File: config.mk
export PLATFORM = sky130hd
export DESIGN_NAME = sd_sector_arbiter_flat
export DESIGN_NICKNAME = d
export VERILOG_FILES = /design/src/rtl/sd_sector_arbiter_if.sv /design/src/rtl/sd_sector_arbiter.sv /design/src/flat_wrapper.sv
export SDC_FILE = /design/constraint.sdc
export NUM_CORES = 1
export LEC_CHECK = 0
export ABC_AREA = 1
export BUFFER_PORTS_ARGS = -buffer_cell sky130_fd_sc_hd__buf_2
export CAP_MARGIN = 30
export CORE_AREA = 2 2 93 95
export DETAILED_ROUTE_END_ITERATION = 7
export DIE_AREA = 0 0 95 97
export MAX_ROUTING_LAYER = met4
export PLACE_DENSITY_LB_ADDON = 0.1
export REMOVE_ABC_BUFFERS = 1
export SLEW_MARGIN = 40
export SYNTH_ARGS = -nofsm -noshare
export SYNTH_HDL_FRONTEND = slang
export SYNTH_SLANG_ARGS = --single-unit
File: constraint.sdc
create_clock -name clk_sys -period 1.45 [get_ports clk_sys]
set_input_delay 0.29 -clock clk_sys [delete_from_list [all_inputs] [get_ports clk_sys]]
set_output_delay 0.29 -clock clk_sys [all_outputs]
set_load 0.05 [all_outputs]
File: src/rtl/sd_sector_arbiter_if.sv
// ---------------------------------------------------------------------------
// sd_sector_arbiter_if
// The hps_io SD sector channel as seen by the floppy sector arbiter.
//   sd_lba        sector address of the current request
//   sd_rd/sd_wr   per-drive read/write request (bit n = drive n)
//   sd_ack        high while hps_io is running the transfer
//   sd_buff_addr  buffer byte address from hps_io
//   sd_buff_dout  buffer data from hps_io (read transfers)
//   sd_buff_wr    buffer write strobe from hps_io (read transfers)
//   sd_buff_din   buffer data to hps_io (write transfers)
// Modports: master = arbiter side, slave = hps_io side.
// ---------------------------------------------------------------------------
interface sd_sector_arbiter_if #(
  parameter int LBA_W  = 32,
  parameter int BUF_AW = 9
);
  logic [LBA_W-1:0]  sd_lba;
  logic [1:0]        sd_rd;
  logic [1:0]        sd_wr;
  logic              sd_ack;
  logic [BUF_AW-1:0] sd_buff_addr;
  logic [7:0]        sd_buff_dout;
  logic              sd_buff_wr;
  logic [7:0]        sd_buff_din;

  modport master (
    output sd_lba, sd_rd, sd_wr, sd_buff_din,
    input  sd_ack, sd_buff_addr, sd_buff_dout, sd_buff_wr
  );

  modport slave (
    input  sd_lba, sd_rd, sd_wr, sd_buff_din,
    output sd_ack, sd_buff_addr, sd_buff_dout, sd_buff_wr
  );
endinterface

File: src/rtl/sd_sector_arbiter.sv
// ---------------------------------------------------------------------------
// sd_sector_arbiter
// Shares the single hps_io SD sector channel between two floppy drives.
// One sector transfer runs at a time; buffer traffic is routed to the granted
// drive, and requests to drives without an image complete locally with err.
//
// Ports
//   clk_sys, reset           system clock, synchronous active-high reset
//   img_mounted, img_size    mount/unmount pulse per drive, image size
//   req_rd, req_wr           per-drive request levels, held until done
//   req_lba0/1, req_din0/1   per-drive sector address and write data
//   done, err                one-cycle completion (and unmounted) pulses
//   buf_wr                   per-drive buffer write strobe
//   buf_addr, buf_dout       buffer address/data, broadcast to both drives
//   mounted                  per-drive mounted flag
//   sd                       hps_io sector channel (master side)
// ---------------------------------------------------------------------------
module sd_sector_arbiter #(
  parameter int LBA_W  = 32,
  parameter int BUF_AW = 9
) (
  input  logic               clk_sys,
  input  logic               reset,
  input  logic [1:0]         img_mounted,
  input  logic [63:0]        img_size,
  input  logic [1:0]         req_rd,
  input  logic [1:0]         req_wr,
  input  logic [LBA_W-1:0]   req_lba0,
  input  logic [LBA_W-1:0]   req_lba1,
  input  logic [7:0]         req_din0,
  input  logic [7:0]         req_din1,
  output logic [1:0]         done,
  output logic [1:0]         err,
  output logic [1:0]         buf_wr,
  output logic [BUF_AW-1:0]  buf_addr,
  output logic [7:0]         buf_dout,
  output logic [1:0]         mounted,
  sd_sector_arbiter_if.master sd
);

  typedef enum logic [2:0] {
    S_SYNC,
    S_IDLE,
    S_REQ,
    S_XFER,
    S_DONE,
    S_COOL
  } state_t;

  state_t             state_reg;
  logic               ptr_reg;      // drive that wins a simultaneous request
  logic               gnt_reg;      // drive owning the current transfer
  logic               unmnt_reg;    // current grant completes locally with err
  logic [LBA_W-1:0]   lba_reg;
  logic [1:0]         sd_rd_reg;
  logic [1:0]         sd_wr_reg;
  logic [1:0]         done_reg;
  logic [1:0]         err_reg;

  logic [1:0]         pend;
  logic [1:0]         mounted_w;
  logic               sel;
  logic               sel_rd;
  logic [LBA_W-1:0]   sel_lba;
  logic [1:0]         sel_oh;
  logic [1:0]         gnt_oh;
  logic               xfer;

  genvar gi;
  generate
    for (gi = 0; gi < 2; gi++) begin : g_drive
      logic mnt_reg;

      // A mount pulse with a zero size is an eject.
      always_ff @(posedge clk_sys) begin
        if (reset) begin
          mnt_reg <= 1'b0;
        end else if (img_mounted[gi]) begin
          mnt_reg <= (img_size != 64'd0);
        end
      end

      assign mounted_w[gi] = mnt_reg;
      assign pend[gi]      = req_rd[gi] | req_wr[gi];
      // Only the granted drive sees hps_io's write strobe, and only mid-transfer.
      assign buf_wr[gi]    = xfer & sd.sd_buff_wr & gnt_oh[gi];
    end
  endgenerate

  // Rotating priority only matters when both drives are pending.
  assign sel     = (pend[0] & pend[1]) ? ptr_reg : pend[1];
  assign sel_rd  = req_rd[sel];            // read beats write within a drive
  assign sel_lba = sel ? req_lba1 : req_lba0;
  assign sel_oh  = sel ? 2'b10 : 2'b01;
  assign gnt_oh  = gnt_reg ? 2'b10 : 2'b01;
  assign xfer    = (state_reg == S_XFER);

  always_ff @(posedge clk_sys) begin
    if (reset) begin
      state_reg <= S_SYNC;
      ptr_reg   <= 1'b0;
      gnt_reg   <= 1'b0;
      unmnt_reg <= 1'b0;
      lba_reg   <= '0;
      sd_rd_reg <= 2'b00;
      sd_wr_reg <= 2'b00;
      done_reg  <= 2'b00;
      err_reg   <= 2'b00;
    end else begin
      done_reg <= 2'b00;
      err_reg  <= 2'b00;
      case (state_reg)
        // A reset may land while hps_io is still mid-transfer; let it finish.
        S_SYNC: begin
          if (!sd.sd_ack) state_reg <= S_IDLE;
        end
        S_IDLE: begin
          if (pend != 2'b00) begin
            gnt_reg <= sel;
            lba_reg <= sel_lba;
            if (!mounted_w[sel]) begin
              unmnt_reg <= 1'b1;
              state_reg <= S_DONE;
            end else begin
              unmnt_reg <= 1'b0;
              state_reg <= S_REQ;
              if (sel_rd) sd_rd_reg <= sel_oh;
              else        sd_wr_reg <= sel_oh;
            end
          end
        end
        S_REQ: begin
          if (sd.sd_ack) begin
            sd_rd_reg <= 2'b00;
            sd_wr_reg <= 2'b00;
            state_reg <= S_XFER;
          end
        end
        S_XFER: begin
          if (!sd.sd_ack) state_reg <= S_DONE;
        end
        S_DONE: begin
          done_reg  <= gnt_oh;
          err_reg   <= unmnt_reg ? gnt_oh : 2'b00;
          ptr_reg   <= ~gnt_reg;
          state_reg <= S_COOL;
        end
        // done is visible during this cycle; a registered requester drops
        // its request on the edge back into IDLE.
        S_COOL: begin
          state_reg <= S_IDLE;
        end
        default: begin
          state_reg <= S_SYNC;
        end
      endcase
    end
  end

  assign done           = done_reg;
  assign err            = err_reg;
  assign mounted        = mounted_w;
  assign sd.sd_lba      = lba_reg;
  assign sd.sd_rd       = sd_rd_reg;
  assign sd.sd_wr       = sd_wr_reg;
  assign sd.sd_buff_din = xfer ? (gnt_reg ? req_din1 : req_din0) : 8'h00;
  assign buf_addr       = xfer ? sd.sd_buff_addr : '0;
  assign buf_dout       = xfer ? sd.sd_buff_dout : 8'h00;

endmodule

File: src/flat_wrapper.sv
// flat-port wrapper written by rule: the top's interface ports become plain ports
module sd_sector_arbiter_flat 
#(
  parameter int LBA_W  = 32,
  parameter int BUF_AW = 9
)
  (clk_sys, reset, img_mounted, img_size, req_rd, req_wr, req_lba0, req_lba1, req_din0, req_din1, done, err, buf_wr, buf_addr, buf_dout, mounted, sd_sd_lba, sd_sd_rd, sd_sd_wr, sd_sd_buff_din, sd_sd_ack, sd_sd_buff_addr, sd_sd_buff_dout, sd_sd_buff_wr);
  sd_sector_arbiter_if #(.LBA_W(LBA_W), .BUF_AW(BUF_AW)) sd_i ();
  input  logic clk_sys;
  input  logic reset;
  input  logic [1:0] img_mounted;
  input  logic [63:0] img_size;
  input  logic [1:0] req_rd;
  input  logic [1:0] req_wr;
  input  logic [LBA_W-1:0] req_lba0;
  input  logic [LBA_W-1:0] req_lba1;
  input  logic [7:0] req_din0;
  input  logic [7:0] req_din1;
  output logic [1:0] done;
  output logic [1:0] err;
  output logic [1:0] buf_wr;
  output logic [BUF_AW-1:0] buf_addr;
  output logic [7:0] buf_dout;
  output logic [1:0] mounted;
  output wire logic [$bits(sd_i.sd_lba)-1:0] sd_sd_lba;
  output wire logic [$bits(sd_i.sd_rd)-1:0] sd_sd_rd;
  output wire logic [$bits(sd_i.sd_wr)-1:0] sd_sd_wr;
  output wire logic [$bits(sd_i.sd_buff_din)-1:0] sd_sd_buff_din;
  input wire logic [$bits(sd_i.sd_ack)-1:0] sd_sd_ack;
  input wire logic [$bits(sd_i.sd_buff_addr)-1:0] sd_sd_buff_addr;
  input wire logic [$bits(sd_i.sd_buff_dout)-1:0] sd_sd_buff_dout;
  input wire logic [$bits(sd_i.sd_buff_wr)-1:0] sd_sd_buff_wr;
  assign sd_sd_lba = sd_i.sd_lba;
  assign sd_sd_rd = sd_i.sd_rd;
  assign sd_sd_wr = sd_i.sd_wr;
  assign sd_sd_buff_din = sd_i.sd_buff_din;
  assign sd_i.sd_ack = sd_sd_ack;
  assign sd_i.sd_buff_addr = sd_sd_buff_addr;
  assign sd_i.sd_buff_dout = sd_sd_buff_dout;
  assign sd_i.sd_buff_wr = sd_sd_buff_wr;
  sd_sector_arbiter #(.LBA_W(LBA_W), .BUF_AW(BUF_AW)) u_core (.clk_sys(clk_sys), .reset(reset), .img_mounted(img_mounted), .img_size(img_size), .req_rd(req_rd), .req_wr(req_wr), .req_lba0(req_lba0), .req_lba1(req_lba1), .req_din0(req_din0), .req_din1(req_din1), .done(done), .err(err), .buf_wr(buf_wr), .buf_addr(buf_addr), .buf_dout(buf_dout), .mounted(mounted), .sd(sd_i));
endmodule
[Word-level counts from Yosys, hierarchy flattened]
Cells that the tools add are included.
Word-level totals
  word-level logic and storage cells: 71
  output and inout port bits: 69
  bits in registers: 48
Operators by class
  magnitude comparators: 1
  bitwise operators: 9
  muxes and demuxes: 28
  equal/unequal tests: 12
  reduce and logical (&&, ||, !) cells: 10
Operator list (number)
  $reduce_bool A64 Y1: 1
  $mux W32: 1
  $mux W8: 3
  $mux W2: 9
  $pmux W3 S6: 1
  $mux W3: 5
  $reduce_and A5 Y1: 2
  $mux W9: 1
  $ne A2 B2 Y1 const B: 4
  $pmux W2 S2: 2
  $eq A3 B2 Y1 const B: 2
  $eq A3 B3 Y1 const B: 2
  $mux W1: 6
  $ne A2 B1 Y1 const B: 3
  $and A1 B1 Y1: 4
  $reduce_and A4 Y1: 1
  $reduce_bool A2 Y1: 2
  $eq A3 B1 Y1 const B: 1
  $logic_not A3 Y1: 1
  $not A1 Y1: 3
  $reduce_or A3 Y1: 1
  $lt A1 B2 Y1 const B: 1
  $or A1 B1 Y1: 2
  $reduce_and A2 Y1: 1
  $reduce_or A2 Y1: 1

[Depth between registers and ports, before layout]
  word-level depth: 9
  depth in mapped cells: 10
  depth with buffers taken out: 10

[Least setup slack after synthesis]
Ideal clock, no wire load.
  kind: reg-to-output
  from: register u_core.state_reg[2]
  to: output port buf_wr[0]
  slack: -0.661 ns
  cell stages (with the launch flop): 7
  arrival time: 1.821 ns
  cell sequence: dfxtp_1 inv_2 nand2_2 inv_1 nand2_1 buf_2 nor3_1
On the way
  word-level cells in the longest chain between the ends: 3
Ends and longest elaborated chain
  start: declaration: RTL line sd_sector_arbiter.sv:50  | state_t state_reg;
  start signal: assignment: RTL line sd_sector_arbiter.sv:100  | state_reg <= S_SYNC;
  start signal: assignment: RTL line sd_sector_arbiter.sv:115  | if (!sd.sd_ack) state_reg <= S_IDLE;
  start signal: assignment: RTL line sd_sector_arbiter.sv:123  | state_reg <= S_DONE;
  $eq A3 B2 Y1: RTL line sd_sector_arbiter.sv:96  | assign xfer = (state_reg == S_XFER);
  $and A1 B1 Y1 (2 in a row): RTL line sd_sector_arbiter.sv:86  | assign buf_wr[gi] = xfer & sd.sd_buff_wr & gnt_oh[gi];
  end: declaration: RTL line flat_wrapper.sv:21  | output logic [1:0] buf_wr;
No other way between the ends.

[Worst setup path after layout]
  from: register u_core.state_reg[2]
  to: output port buf_addr[1]
On the way
  word-level cells in the longest chain between the ends: 2
Ends and longest elaborated chain
  $eq A3 B2 Y1: RTL line sd_sector_arbiter.sv:96
  $mux W9: RTL line sd_sector_arbiter.sv:167  | assign buf_addr = xfer ? sd.sd_buff_addr : '0;
  end: declaration: RTL line flat_wrapper.sv:22  | output logic [BUF_AW-1:0] buf_addr;
No other way between the ends.

==> impl_metrics.json <==
{
  "status": "finished, violations left",
  "violations": "negative setup slack",
  "cpPeakStageDelay_ns": 0.33,
  "route.detailed.drc": 0,
  "fin_hold_ws_ns": 0.253,
  "cts_buffers": 5,
  "dieWidth_um": 95,
  "die-area_um2": 9220,
  "crit_fanout": 5,
  "cp_top_family": "buffers and inverters",
  "synth_top_area_share": 0.354,
  "post_drt_wl_per_cell_um": 11.8,
  "holdBufCountCts": 0,
  "grt_antenna_before_repair": 0,
  "grt_usage": 0.191,
  "critical_path_class": "reg -> out",
  "ys_seq_area_frac": 0.354,
  "arrival_ns": 1.38,
  "grt_setup_unrepaired": "true",
  "synth.area.top_cells": "dfxtp_1 (35%), nor2_1 (18%), nand2_1 (13%)",
  "place_inst": 791,
  "yosysTopAreaCell": "dfxtp_1",
  "drt_iter0_drc": 80,
  "worst_setup_path_end_kind": "output pin",
  "crit_buf_inv": 4,
  "start_util": 0.334,
  "area_delta_synth_final_pct": 76.8,
  "cp_slowest_cell": "dfxtp_2",
  "skew_ns": 0.0131,
  "core.rowCount": 33,
  "fillCellCount": 761,
  "p_leak_nw": 2.55,
  "syn-cell-area_um2": 2720,
  "ys_warn_count": 0,
  "path_cells": "inv_2 -> nand2_4 -> inv_4 -> nand2_8 -> buf_12 -> nor2_1 -> buf_6",
  "drtAntennaViolNets": 0,
  "clk_root_buffer_cell": "clkbuf_8",
  "fmax_ghz": 0.600,
  "h-tree-depth": 2,
  "power.density_nw_per_um2": 1470,
  "crit_required_ns": 1.16,
  "clkLatencyLatePin_ns": 0.30,
  "grt_max_degree": 33,
  "setup_violations": 67,
  "largest_register_ffs": 32,
  "cts_tree": "built",
  "slew-limit-headroom": 0.803,
  "fin_cells": 811,
  "period_share": 1.15,
  "r2r_end": "u_core.sd.sd_rd[0]",
  "die_h_um": 97,
  "rrSetupSlack_ns": -0.16,
  "place.gp.congestion": 0.755,
  "tightestPinTransition_ns": 0.294,
  "drive_above_1_share": 0.475,
  "grt_remaining_overflow": 0,
  "fin_nets": 876,
  "hp-start": "req_lba1[18]",
  "utilization": 0.591,
  "holdPathStages": 3,
  "holdPathEnd": "u_core.sd.sd_lba[18]",
  "min_path_type": "in -> reg",
  "dp_hpwl_um": 6880,
  "core_area_um2": 8130,
  "num_antenna_cells": 0,
  "cts_sinks": 48,
  "fin_crit_ns": 1.67,
  "grt_pass1_vias": 3295,
  "clk_path_buf_depth": 2,
  "drv_cap": 0,
  "pin_count": 240,
  "postSynthAreaPerCell_um2": 5.99,
  "synthCells": 454,
  "setup_ws_ns": -0.218,
  "slew_violations": 0,
  "start_kind": "flop",
  "drt_first_pass_iters": 4,
  "ff2ff_path_depth": 11,
  "grt_pass1_wl_um": 14100,
  "via_per_inst": 4.48,
  "hold_violations": 0,
  "wl_um": 9550,
  "synth.distinct_cells": 28,
  "portBuffers": 239,
  "vias": 3634,
  "ys_seq_elements": 48,
  "ir_worst_vdd_v": 0.000656,
  "clkTransAtPathRegs_ns": 0.09,
  "reg2reg_from": "u_core.state_reg[2]"
}
[cells in the mapped netlist]
cell type,instances
nor2_1,132
nand2_1,97
dfxtp_1,48
inv_1,44
a21oi_1,38
o21ai_1,28
clkbuf_1,9
nand3_1,9
nand4_1,8
buf_2,6
o21ai_0,6
nor3_1,5
buf_4,4
buf_6,3
inv_2,2
nand2_2,2
nand3_2,2
a211oi_1,1
a21oi_2,1
and2_1,1
buf_1,1
clkinv_1,1
nand2_4,1
nor2_2,1
nor2_4,1
nor4_1,1
o211ai_1,1
o21bai_2,1
[area by class of cell]
type / instances / area (um2) / share of cell area
clock buffers: 6 / 82.6 / 0.0172
clock inverters: 2 / 38.8 / 0.00807
multi-input cells: 336 / 1670 / 0.347
repair buffers: 267 / 1740 / 0.362
well taps: 105 / 131 / 0.0273
flip-flops and latches: 48 / 965 / 0.201
inverters: 47 / 181 / 0.0378
[report_power, final]
group / internal (mW) / switching [mW] / leakage (nW)
Sequential: 1.63 / 0.175 / 0.393
Combinational: 1.54 / 2.71 / 2.09
Clock: 0.564 / 0.446 / 0.0614
[stage by stage]
| stage | worst slack (ns) | setup TNS, ns | total power, mW | instance area, um2 |
|---|---|---|---|---|
| 5_1_grt | -0.283 | -11.32 | 7.52 | 4810 |
| 3_3_place_gp | -0.0389 | -0.255 | 5.30 | 4110 |
| 4_1_cts | -0.186 | -4.42 | 6.56 | 4440 |
| 6_report | -0.218 | -6.79 | 7.06 | 4810 |
| 3_5_place_dp | -0.0740 | -0.589 | 5.34 | 4110 |
| 2_1_floorplan | -0.793 | -15.45 | 4.19 | 2590 |
[cell families after synthesis]
kind of cell           Yosys count  synth area share
AOI/OAI and AO/OA               76             0.145
buffers and inverters           70             0.113
DFF                             48             0.354
and+or+nand+nor                260             0.388
[layer usage]
metal / part of all wire / global-route usage
met5: 0 / -
met4: 0.0064 / 0.0379
met3: 0.064 / 0.0428
met2: 0.53 / 0.344
met1: 0.40 / 0.213
[worst register-to-register path, stage by stage, from the launching register on]
cell and delay, ns:
dfxtp_2 0.33, inv_2 0.07, nand2_4 0.06, buf_4 0.13, buf_6 0.11, nor2_4 0.15, nand2_4 0.14, a21oi_4 0.22
nand3_2 0.12, nand2_1 0.08, nand2_1 0.05, nor2_1 0.10
[worst max path at each step]
stage / from / endpoint / slack (ns) / depth (start not counted)
after floorplan: u_core.state_reg[2] / buf_wr[0] / -0.79 / 5
after global placement: u_core.state_reg[2] / sd_sd_buff_din[6] / -0.04 / 8
after detailed placement: u_core.state_reg[2] / sd_sd_buff_din[6] / -0.07 / 8
after CTS: u_core.state_reg[2] / sd_sd_buff_din[6] / -0.19 / 8
after global routing: u_core.state_reg[2] / buf_addr[1] / -0.28 / 7
final: u_core.state_reg[2] / buf_addr[1] / -0.22 / 7
[layout by cell type (no fill, tap or decap), drive strengths merged]
master / instances
a211oi: 1
nor2: 134
bufinv: 1
a21oi: 39
nand4: 8
o21bai: 1
nand3: 11
clkbuf: 8
nand2: 100
inv: 47
dfxtp: 48
o211ai: 1
clkinv: 1
and2: 1
o21ai: 34
nor3: 5
buf: 265
nor4: 1
[timing repair]
action                                 4_1_cts  5_1_grt
resized for setup                           62       75
pin swaps                                    1       14
setup buffers                                1        8
setup endpoints to repair                   31       45
endpoints found under the hold margin        0        0
gates cloned                                 1        2
Power figures use the tool's default switching activity.
